## src/rtl/ex_redirect_unit_pkg.sv

```systemverilog
// Shared encodings for the EX-stage redirect unit: branch types, FSM states, data width.
package ex_redirect_unit_pkg;

    localparam int unsigned XLEN = 32;

    // ex_br_type encoding; type 7 is split into BLTU/BGEU by funct_u
    typedef enum logic [2:0] {
        BR_NONE     = 3'd0,
        BR_JAL      = 3'd1,
        BR_JALR     = 3'd2,
        BR_BEQ      = 3'd3,
        BR_BNE      = 3'd4,
        BR_BLT      = 3'd5,
        BR_BGE      = 3'd6,
        BR_BLTU_GEU = 3'd7
    } br_type_e;

    typedef enum logic {
        ST_IDLE   = 1'b0,
        ST_SHADOW = 1'b1
    } state_e;

    // JALR clears bit 0 of rs1+imm; everything else is PC-relative
    function automatic logic [XLEN-1:0] calc_target(
        input logic            is_jalr,
        input logic [XLEN-1:0] pc,
        input logic [XLEN-1:0] imm,
        input logic [XLEN-1:0] rs1
    );
        logic [XLEN-1:0] sum;
        if (is_jalr) begin
            sum = rs1 + imm;
            return sum & {{(XLEN-1){1'b1}}, 1'b0};
        end
        return pc + imm;
    endfunction

endpackage

```

## src/rtl/ex_redirect_unit_br_cmp.sv

```systemverilog
// Branch condition evaluator: decides whether a control-flow instruction is taken.
module ex_redirect_unit_br_cmp
    import ex_redirect_unit_pkg::*;
(
    input  logic [2:0]      i_br_type,
    input  logic            i_funct_u,
    input  logic [XLEN-1:0] i_rs1,
    input  logic [XLEN-1:0] i_rs2,
    output logic            o_cond_true
);

    logic w_eq;
    logic w_lt_s;
    logic w_lt_u;

    assign w_eq   = (i_rs1 == i_rs2);
    assign w_lt_s = ($signed(i_rs1) < $signed(i_rs2));
    assign w_lt_u = (i_rs1 < i_rs2);

    // Select the comparison for the decoded type; jumps are unconditionally taken
    always_comb begin
        o_cond_true = 1'b0;
        case (br_type_e'(i_br_type))
            BR_JAL, BR_JALR: o_cond_true = 1'b1;
            BR_BEQ:          o_cond_true = w_eq;
            BR_BNE:          o_cond_true = ~w_eq;
            BR_BLT:          o_cond_true = w_lt_s;
            BR_BGE:          o_cond_true = ~w_lt_s;
            BR_BLTU_GEU:     o_cond_true = i_funct_u ? ~w_lt_u : w_lt_u;
            default:         o_cond_true = 1'b0;
        endcase
    end

endmodule

```

## src/rtl/ex_redirect_unit.sv

```systemverilog
// EX-stage control-flow resolver: computes branch/jump targets, drives the fetch redirect,
// flushes wrong-path slots, tracks a post-redirect shadow window and counts branches.
module ex_redirect_unit
    import ex_redirect_unit_pkg::*;
#(
    parameter int unsigned SHADOW_CYC = 1,
    parameter int unsigned CNT_W      = 32
) (
    input  logic             clk,
    input  logic             rst_n,
    input  logic             i_ex_valid,
    input  logic             i_ex_stall,
    input  logic [2:0]       i_ex_br_type,
    input  logic             i_ex_funct_u,
    input  logic [XLEN-1:0]  i_ex_pc,
    input  logic [XLEN-1:0]  i_ex_imm,
    input  logic [XLEN-1:0]  i_ex_rs1,
    input  logic [XLEN-1:0]  i_ex_rs2,
    input  logic             i_cnt_clr,
    output logic [XLEN-1:0]  o_ex_npc,
    output logic             o_is_jump,
    output logic [XLEN-1:0]  o_link_addr,
    output logic             o_flush_if_id,
    output logic             o_flush_id_ex,
    output logic             o_squash_ex,
    output logic             o_misalign_exc,
    output logic [CNT_W-1:0] o_br_cnt,
    output logic [CNT_W-1:0] o_taken_cnt
);

    localparam logic [2:0] SHADOW_LOAD = 3'(SHADOW_CYC - 1);

    state_e            r_state;
    state_e            w_state_next;
    logic [2:0]        r_shadow_cnt;
    logic [2:0]        w_shadow_cnt_next;
    logic [CNT_W-1:0]  r_br_cnt;
    logic [CNT_W-1:0]  r_taken_cnt;

    logic              w_cond;
    logic              w_resolve;
    logic              w_is_jalr;
    logic [XLEN-1:0]   w_target;
    logic              w_taken_ok;
    logic              w_taken_bad;

    ex_redirect_unit_br_cmp u_br_cmp (
        .i_br_type   (i_ex_br_type),
        .i_funct_u   (i_ex_funct_u),
        .i_rs1       (i_ex_rs1),
        .i_rs2       (i_ex_rs2),
        .o_cond_true (w_cond)
    );

    assign w_resolve   = i_ex_valid & ~i_ex_stall & (r_state == ST_IDLE)
                       & (i_ex_br_type != 3'd0);
    assign w_is_jalr   = (br_type_e'(i_ex_br_type) == BR_JALR);
    assign w_target    = calc_target(w_is_jalr, i_ex_pc, i_ex_imm, i_ex_rs1);
    // A taken target that is not word aligned traps instead of redirecting
    assign w_taken_ok  = w_resolve & w_cond & ~w_target[1];
    assign w_taken_bad = w_resolve & w_cond & w_target[1];

    // State register: shadow FSM and its countdown
    always_ff @(posedge clk or negedge rst_n) begin
        if (!rst_n) begin
            r_state      <= ST_IDLE;
            r_shadow_cnt <= 3'd0;
        end else begin
            r_state      <= w_state_next;
            r_shadow_cnt <= w_shadow_cnt_next;
        end
    end

    // Next-state: enter SHADOW on redirect, count down on un-stalled cycles
    always_comb begin
        w_state_next      = r_state;
        w_shadow_cnt_next = r_shadow_cnt;
        case (r_state)
            ST_IDLE: begin
                if (w_taken_ok) begin
                    w_state_next      = ST_SHADOW;
                    w_shadow_cnt_next = SHADOW_LOAD;
                end
            end
            ST_SHADOW: begin
                if (!i_ex_stall) begin
                    if (r_shadow_cnt == 3'd0) begin
                        w_state_next = ST_IDLE;
                    end else begin
                        w_shadow_cnt_next = r_shadow_cnt - 3'd1;
                    end
                end
            end
            default: begin
                w_state_next      = ST_IDLE;
                w_shadow_cnt_next = 3'd0;
            end
        endcase
    end

    // Outputs: redirect, flush and squash; everything forced low while in reset
    always_comb begin
        o_ex_npc       = '0;
        o_is_jump      = 1'b0;
        o_link_addr    = '0;
        o_flush_if_id  = 1'b0;
        o_flush_id_ex  = 1'b0;
        o_squash_ex    = 1'b0;
        o_misalign_exc = 1'b0;
        if (rst_n) begin
            o_ex_npc       = w_resolve ? w_target : '0;
            o_is_jump      = w_taken_ok;
            o_link_addr    = i_ex_pc + XLEN'(4);
            o_flush_if_id  = w_taken_ok;
            o_flush_id_ex  = w_taken_ok | (r_state == ST_SHADOW);
            o_squash_ex    = (r_state == ST_SHADOW) & i_ex_valid;
            o_misalign_exc = w_taken_bad;
        end
    end

    // Perf counters; clear wins over increment
    always_ff @(posedge clk or negedge rst_n) begin
        if (!rst_n) begin
            r_br_cnt    <= '0;
            r_taken_cnt <= '0;
        end else if (i_cnt_clr) begin
            r_br_cnt    <= '0;
            r_taken_cnt <= '0;
        end else begin
            if (w_resolve) begin
                r_br_cnt <= r_br_cnt + CNT_W'(1);
            end
            if (w_taken_ok) begin
                r_taken_cnt <= r_taken_cnt + CNT_W'(1);
            end
        end
    end

    assign o_br_cnt    = r_br_cnt;
    assign o_taken_cnt = r_taken_cnt;

endmodule
```

## config.mk

```make
export PLATFORM = sky130hd
export DESIGN_NAME = ex_redirect_unit
export DESIGN_NICKNAME = d
export VERILOG_FILES = /design/src/rtl/ex_redirect_unit_pkg.sv /design/src/rtl/ex_redirect_unit_br_cmp.sv /design/src/rtl/ex_redirect_unit.sv
export SDC_FILE = /design/constraint.sdc
export NUM_CORES = 1
export LEC_CHECK = 0
export BUFFER_PORTS_ARGS = -buffer_cell sky130_fd_sc_hd__buf_2
export CAP_MARGIN = 20
export CELL_PAD_IN_SITES_DETAIL_PLACEMENT = 1
export CELL_PAD_IN_SITES_GLOBAL_PLACEMENT = 2
export CORE_ASPECT_RATIO = 0.5
export CORE_UTILIZATION = 31
export DETAILED_ROUTE_END_ITERATION = 6
export PLACE_DENSITY_LB_ADDON = 0.2
export SKIP_CTS_REPAIR_TIMING = 1
export SLEW_MARGIN = 30
export SYNTH_ARGS = -nofsm -noshare
export SYNTH_HDL_FRONTEND = slang
export SYNTH_HIERARCHICAL = 1
export SYNTH_SLANG_ARGS = --single-unit
```

## constraint.sdc

```tcl
create_clock -name clk -period 5.13 [get_ports clk]
set_input_delay 0.513 -clock clk [delete_from_list [all_inputs] [get_ports clk]]
set_output_delay 0.513 -clock clk [all_outputs]
set_load 0.005 [all_outputs]
```

==> impl_results.md, run 1 <==
* Congestion Overflow GR at 0
* First-pass GRT wire length at 51600 um
* Outcome: completed
* CTS buffer count at 9
* Synth Register Bits at 68
* Synth Instances at 1131
* CTS tree: built
* Syn_nets at 1368
* Sequential Power Share at 28.8%
* Ys Warns at 6
* GPL Wtd Cong at 0.873
* Slew HR at 44.7%
* Clock-pin slew on the worst setup and hold paths at 0.06 ns
* Via Count at 9275
* Cell Int Power at 1.26 mW
* Syn Area/Cell at 7.61 um^2
* Final setup skew at 0.00716 ns
* Pin count of the biggest net entering global routing at 65
* Primary FF master, synth: dfrtp_1
* Unrepaired setup endpoints after global routing: false
* Sequential cell area at 1700 um^2
* Biggest area consumer among synthesized cells: dfrtp_1
* Initial antenna violation count at 1
* Drt wl/cell at 18.7 um
* Area Growth Syn to Fin at 23.4%
* Port buffer count at 269
* Clk buf depth at 2
* Clock period minus final worst setup slack at 4.34 ns
* CTS root buffer: clkbuf_16
* Sw frac at 36.8%
* First-pass DRT Iterations at 5
* FMAX at 231 MHz
* Max-cap violations at 0
* Die area at 28500 um^2
* Startpoint types: input pin
* Vias in the first global route at 9628
* CTS HTree Levels at 3
* I/O Pins at 270
* Setup_tns at 0 ns
* Rows at 42
* Power share of the clock group at 30.1%
* Layout fillers at 3370
* NetSw at 0.737 mW
* Register-to-register setup slack at 2.42 ns
* Synth top area cells: dfrtp_1, ha_1, xnor2_1
* Clock sinks at 68
* Initial DRC count at 448
* Final Power at 2.00 mW
* PwrDens at 188 nW/um^2
* Core area at 26900 um^2
* Critical path class: input pin to primary output
* Slew Limit Fails at 0
* Post-synth EDFFs at 0
* Final ANT Viol Nets at 0
* Asr flop ratio synth at 100%
* N_diodes at 0
* Final setup fails at 0
* Critical Path Fanout Max at 7
* Share of layout cells above drive strength 1 at 22.5%
* Worst hold path class: input pin to flip-flop
* LEAKAGE at 5.26 nW
* Final HPWL DP at 27300 um
* Worst slew pin tran at 0.808 ns
* Die Span Y at 120 um
* Vias/cell at 5.28
* Footprint of the multi-input gates at 6520 um^2
* Combinational power share at 41.1%
* # nets final at 1615
* Synth cell types at 71
* Residual DRC at 0
* Commonest non-fill, non-tap cell in the layout: buf_2
* Drt total wl at 32900 um
* Clock latency on the worst-skew pair at 0.33 ns
* Final hold viol count at 0
* Crit path arrival time at 3.82 ns
* Share of the synthesized area in the top cell type at 19.8%
* Synth Cell Area at 8610 um^2
* Period Utilization, post-route at 84.5%
* Sequential element share of the synthesized area at 19.8%
* Peak VDD IR at 122 uV
* Die width at 238 um
* Setup crit end kind: primary output
* Starting Density at 32.1%
* All-Layer GR Usage at 22.7%
* Most frequent cells in the layout: buf_2, nand2_1, nor2_1
* Worst Path Required at 4.62 ns
==> worst max-delay path, stage by stage <==
cell	delay [ns]
buf_2	0.12
ha_1	0.45
nand4_2	0.27
nor4_1	0.76
nand3_1	0.28
nand3_1	0.16
o21ai_0	0.11
nor3_2	0.26
nand2_1	0.08
nor2_1	0.40
nor2_1	0.13
nor2b_1	0.14
buf_2	0.12
==> metrics by stage <==
step,cells,util (%),instance area (um^2),setup slack [ns],hold WS [ns]
after detailed placement,1741,38.5,10300,0.508,0.526
after CTS,1757,39.6,10600,0.800,0.505
after global placement,1740,38.4,10300,0.593,0.473
after global routing,1757,39.6,10600,0.579,0.530
after floorplan,1131,-,8610,1.49,0.217
final,1757,39.6,10600,0.795,0.518
==> power groups by stage <==
stage                     Sequential [mW]  Clock, mW  Combinational, mW
after floorplan                     0.578          0              0.520
after global placement              0.582          0              0.799
after detailed placement            0.585          0              0.821
after CTS                           0.575      0.621              0.826
after global routing                0.577      0.643              0.914
final                               0.576      0.603              0.823
==> area by class of cell <==
cell class / instances / share of cell area (%)
tap: 374 / 4.41
inverter: 59 / 2.08
clock buffer: 11 / 2.19
clock inverter: 5 / 0.495
multi-input combinational: 962 / 61.3
sequential: 68 / 16.0
timing repair buffer: 278 / 13.5
==> Yosys cell counts, types with 3 or more instances <==
cell       instances
a21oi_1           87
o21bai_1           6
o211ai_1          15
xnor2_1           67
o21a_1             8
nand2b_1           8
and3_1            24
nor3_1            15
a31oi_1            9
a211oi_1           8
and2_1            36
nor2b_1           12
buf_2              3
a21boi_0           6
o21ai_0           49
buf_1              3
nand3b_1           4
or3_1             16
mux2i_1            3
o22ai_1           11
inv_1             59
o31ai_1            3
a211o_1            9
nand4_1           30
clkbuf_1          34
nand3_1           59
a21o_1            26
xor2_1            60
and4_1            10
nor3_2             3
nor2_1           108
dfrtp_1           68
nor3b_1            4
ha_1              98
a2111oi_0          3
o31a_1             3
nand2_1          115
nor4_1             7
==> final timing paths <==
kind,to,startpoint,cells after the start
min,r_state,i_ex_stall,3
max in group asynchronous,o_br_cnt[25],rst_n,3
min reg2reg,r_shadow_cnt[1],r_shadow_cnt[1],2
max reg2reg,o_br_cnt[28],r_state,9
max,o_flush_id_ex,i_ex_rs1[31],13
min in group asynchronous,r_shadow_cnt[2],rst_n,2
==> routing by layer <==
metal	part of all wire (%)	global-route usage [%]	up-vias
li1	-	-	4542
met1	47	30.1	4554
met2	48	40.0	144
met3	2.3	1.96	33
met4	1.7	5.44	2
met5	0.040	0	-
==> sequential cells by signal, summed over array words and instances (netlist names) <==
name / flops
o_br_cnt: 32
o_taken_cnt: 32
r_shadow_cnt: 3
r_state: 1
==> cells by family after synthesis <==
group	after synthesis	share of synthesized area (%)
AOI/OAI and AO/OA	264	19.5
xor gates and xnor gates	127	12.9
adders and majority gates	100	14.7
buffers and inverters	101	4.54
DFF	68	19.8
muxes	3	0.349
and+or+nand+nor	468	28.3
Power figures use the tool's default switching activity.
==> run 2, diff against run 1 <==
CORE_UTILIZATION = 29   (was 31)
clock period = 4.1 ns   (was 5.13 ns; I/O delays follow)
==> run 2 against run 1 <==
  * The run now ends with DRC left
  * Cell area grew 1.3%
  * Sequential power grew 25%
  * Register-to-register slack got worse by 1.0 ns
  * Wire length grew 0.33%
  * Combinational power grew 28%
  * Global-route usage down 1.2 points
  * Via count rose by 0.78%
  * Sequential share of layout area shrank 0.21 points
  * Total power rose by 26%
  * First-iteration DRC count is 18% lower
  * Clock skew increased by 0.0028 ns
  * Critical path depth is 1 lower
  * Largest cell class unchanged
  * Largest power group unchanged
==> impl_results.md, run 2 (synthesis gave the netlist of run 1 again) <==
* Worst slew pin tran at 0.754 ns
* Final HPWL DP at 27500 um
* Clock sinks at 68
* Port buffer count at 269
* Critical Path Fanout Max at 6
* First-pass GRT wire length at 51800 um
* CTS root buffer: clkbuf_16
* First-pass DRT Iterations at 7
* Clk buf depth at 2
* Period Utilization, post-route at 93.4%
* Startpoint types: input pin
* CTS HTree Levels at 3
* # nets final at 1632
* Worst-path cell chain: buf_2, ha_1, a211oi_1, o211ai_1, a221oi_1, o31ai_1, a32oi_1, a21boi_0, o21ai_0, a2111oi_0, a211o_1, buf_2
* FMAX at 261 MHz
* Commonest non-fill, non-tap cell in the layout: buf_2
* Critical path class: input pin to primary output
* Placed Cells at 1775
* Failing checks: DRC
* Max incr delay on CP at 0.38 ns
* Initial antenna violation count at 0
* Register-to-register setup slack at 1.38 ns
* Starting Density at 29.6%
* Drt total wl at 33000 um
* CP delay by family, top: compound AO/OA/AOI/OAI gates
* Area Growth Syn to Fin at 25.1%
* Die Span Y at 124 um
* CP Depth at 12
* Core area at 29100 um^2
* Peak VDD IR at 213 uV
* FF-to-FF End: o_br_cnt[28]
* Die width at 246 um
* Worst flop-to-flop path startpoint: r_state
* N_diodes at 0
* Worst hold path class: input pin to async pin
* Reg2Reg Depth at 9
* CTS buffer count at 9
* CP endpoint: o_ex_npc[25]
* Clock-pin slew on the worst setup and hold paths at 0.05 ns
* CP Launch Point: i_ex_imm[6]
* Vias in the first global route at 9511
* Final hold viol count at 0
* Final ANT Viol Nets at 0
* I/O Pins at 270
* Via Count at 9347
* PwrDens at 235 nW/um^2
* Slew Limit Fails at 0
* Unrepaired setup endpoints after global routing: false
* Pin count of the biggest net entering global routing at 65
* All-Layer GR Usage at 21.5%
* Residual DRC at 2
* DR WL met3 at 914 um
* Setup crit end kind: primary output
* Rows at 44
* Layout Cells excl Fill at 1789
* Final setup skew at 0.00992 ns
* Worst Path Required at 3.69 ns
* Wire length on met1 at 15200 um
* CTS tree: built
* Congestion Overflow GR at 0
* Buf/Inv on CP at 2
* GPL Wtd Cong at 0.855
* Drt wl/cell at 18.4 um
* Die area at 30400 um^2
* Wire length on met2 at 16200 um
* Crit path arrival time at 3.42 ns
* Setup_tns at 0 ns
* Slew HR at 49.2%
* Worst Hold Slack at 0.208 ns
* CP max-delay cell: ha_1
* Outcome: complete, but fails checks
* Clock period minus final worst setup slack at 3.83 ns
* Initial DRC count at 369
* Clock latency on the worst-skew pair at 0.33 ns
* Vias/cell at 5.22
* Most frequent cells in the layout: buf_2, nand2_1, nor2_1
* Final setup fails at 0
* Max-cap violations at 0
* LEAKAGE at 5.35 nW
* Share of layout cells above drive strength 1 at 23.4%
* Top Metal Used: met4
* Most used cell, CP: buf_2
## run 2: changes by cell type in the layout (fill, tap and decap cells not counted), sizes merged
cell      change
clkinvlp      -1
clkbuf        +1
clkinv        -2
buf          +17
## run 2: routing by layer
metal  global-route usage, %  vias to the layer above
li1                        -                     4578
met1                    28.2                     4585
met2                    38.4                      152
met3                    1.81                       32
met4                    5.09                        0
met5                       0                        -
## run 2: final cells by class
type | instances | area (um^2)
well taps | 391 | 489
multi-input cells | 962 | 6520
fillers | 3651 | 18300
clock buffers | 12 | 256
clock inverters | 2 | 35.0
repair buffers | 295 | 1550
flip-flops and latches | 68 | 1700
inverters | 59 | 221
## run 2: how the worst min path moves through the flow
| stage | start | to | slack (ns) | cells past startpoint |
|---|---|---|---|---|
| 2_1_floorplan | rst_n | o_br_cnt[0] | 0.11 | 0 |
| 3_3_place_gp | r_shadow_cnt[0] | r_shadow_cnt[0] | 0.48 | 1 |
| 3_5_place_dp | r_shadow_cnt[0] | r_shadow_cnt[0] | 0.49 | 1 |
| 4_1_cts | rst_n | o_taken_cnt[0] | 0.24 | 2 |
| 5_1_grt | rst_n | r_shadow_cnt[0] | 0.25 | 2 |
| 6_report | rst_n | r_shadow_cnt[0] | 0.21 | 2 |
## run 2: worst register-to-register path: stages, from the launching register on
cell,delay (ns)
dfrtp_1,0.48
nor4b_4,0.32
buf_4,0.24
nand4_1,0.25
nor2_1,0.31
and4_1,0.31
and3_1,0.29
nor2b_1,0.19
xnor2_1,0.13
nor2_1,0.05
## run 2: stage by stage
step                instance area, um^2  worst slack, ns  total power [mW]  utilization, %
floorplan                          8610            0.566              1.37               -
global placement                  10500            0.211              1.75            36.0
detailed placement                10500            0.153              1.77            36.0
CTS                               10800            0.322              2.56            37.0
global route                      10800           0.0908              2.71            37.0
finish                            10800            0.272              2.53            37.0
## run 2: power by group
group          internal (mW)  switching, mW  leakage [nW]
Sequential             0.694         0.0242         0.944
Combinational          0.431          0.614          4.26
Clock                  0.496          0.269         0.145
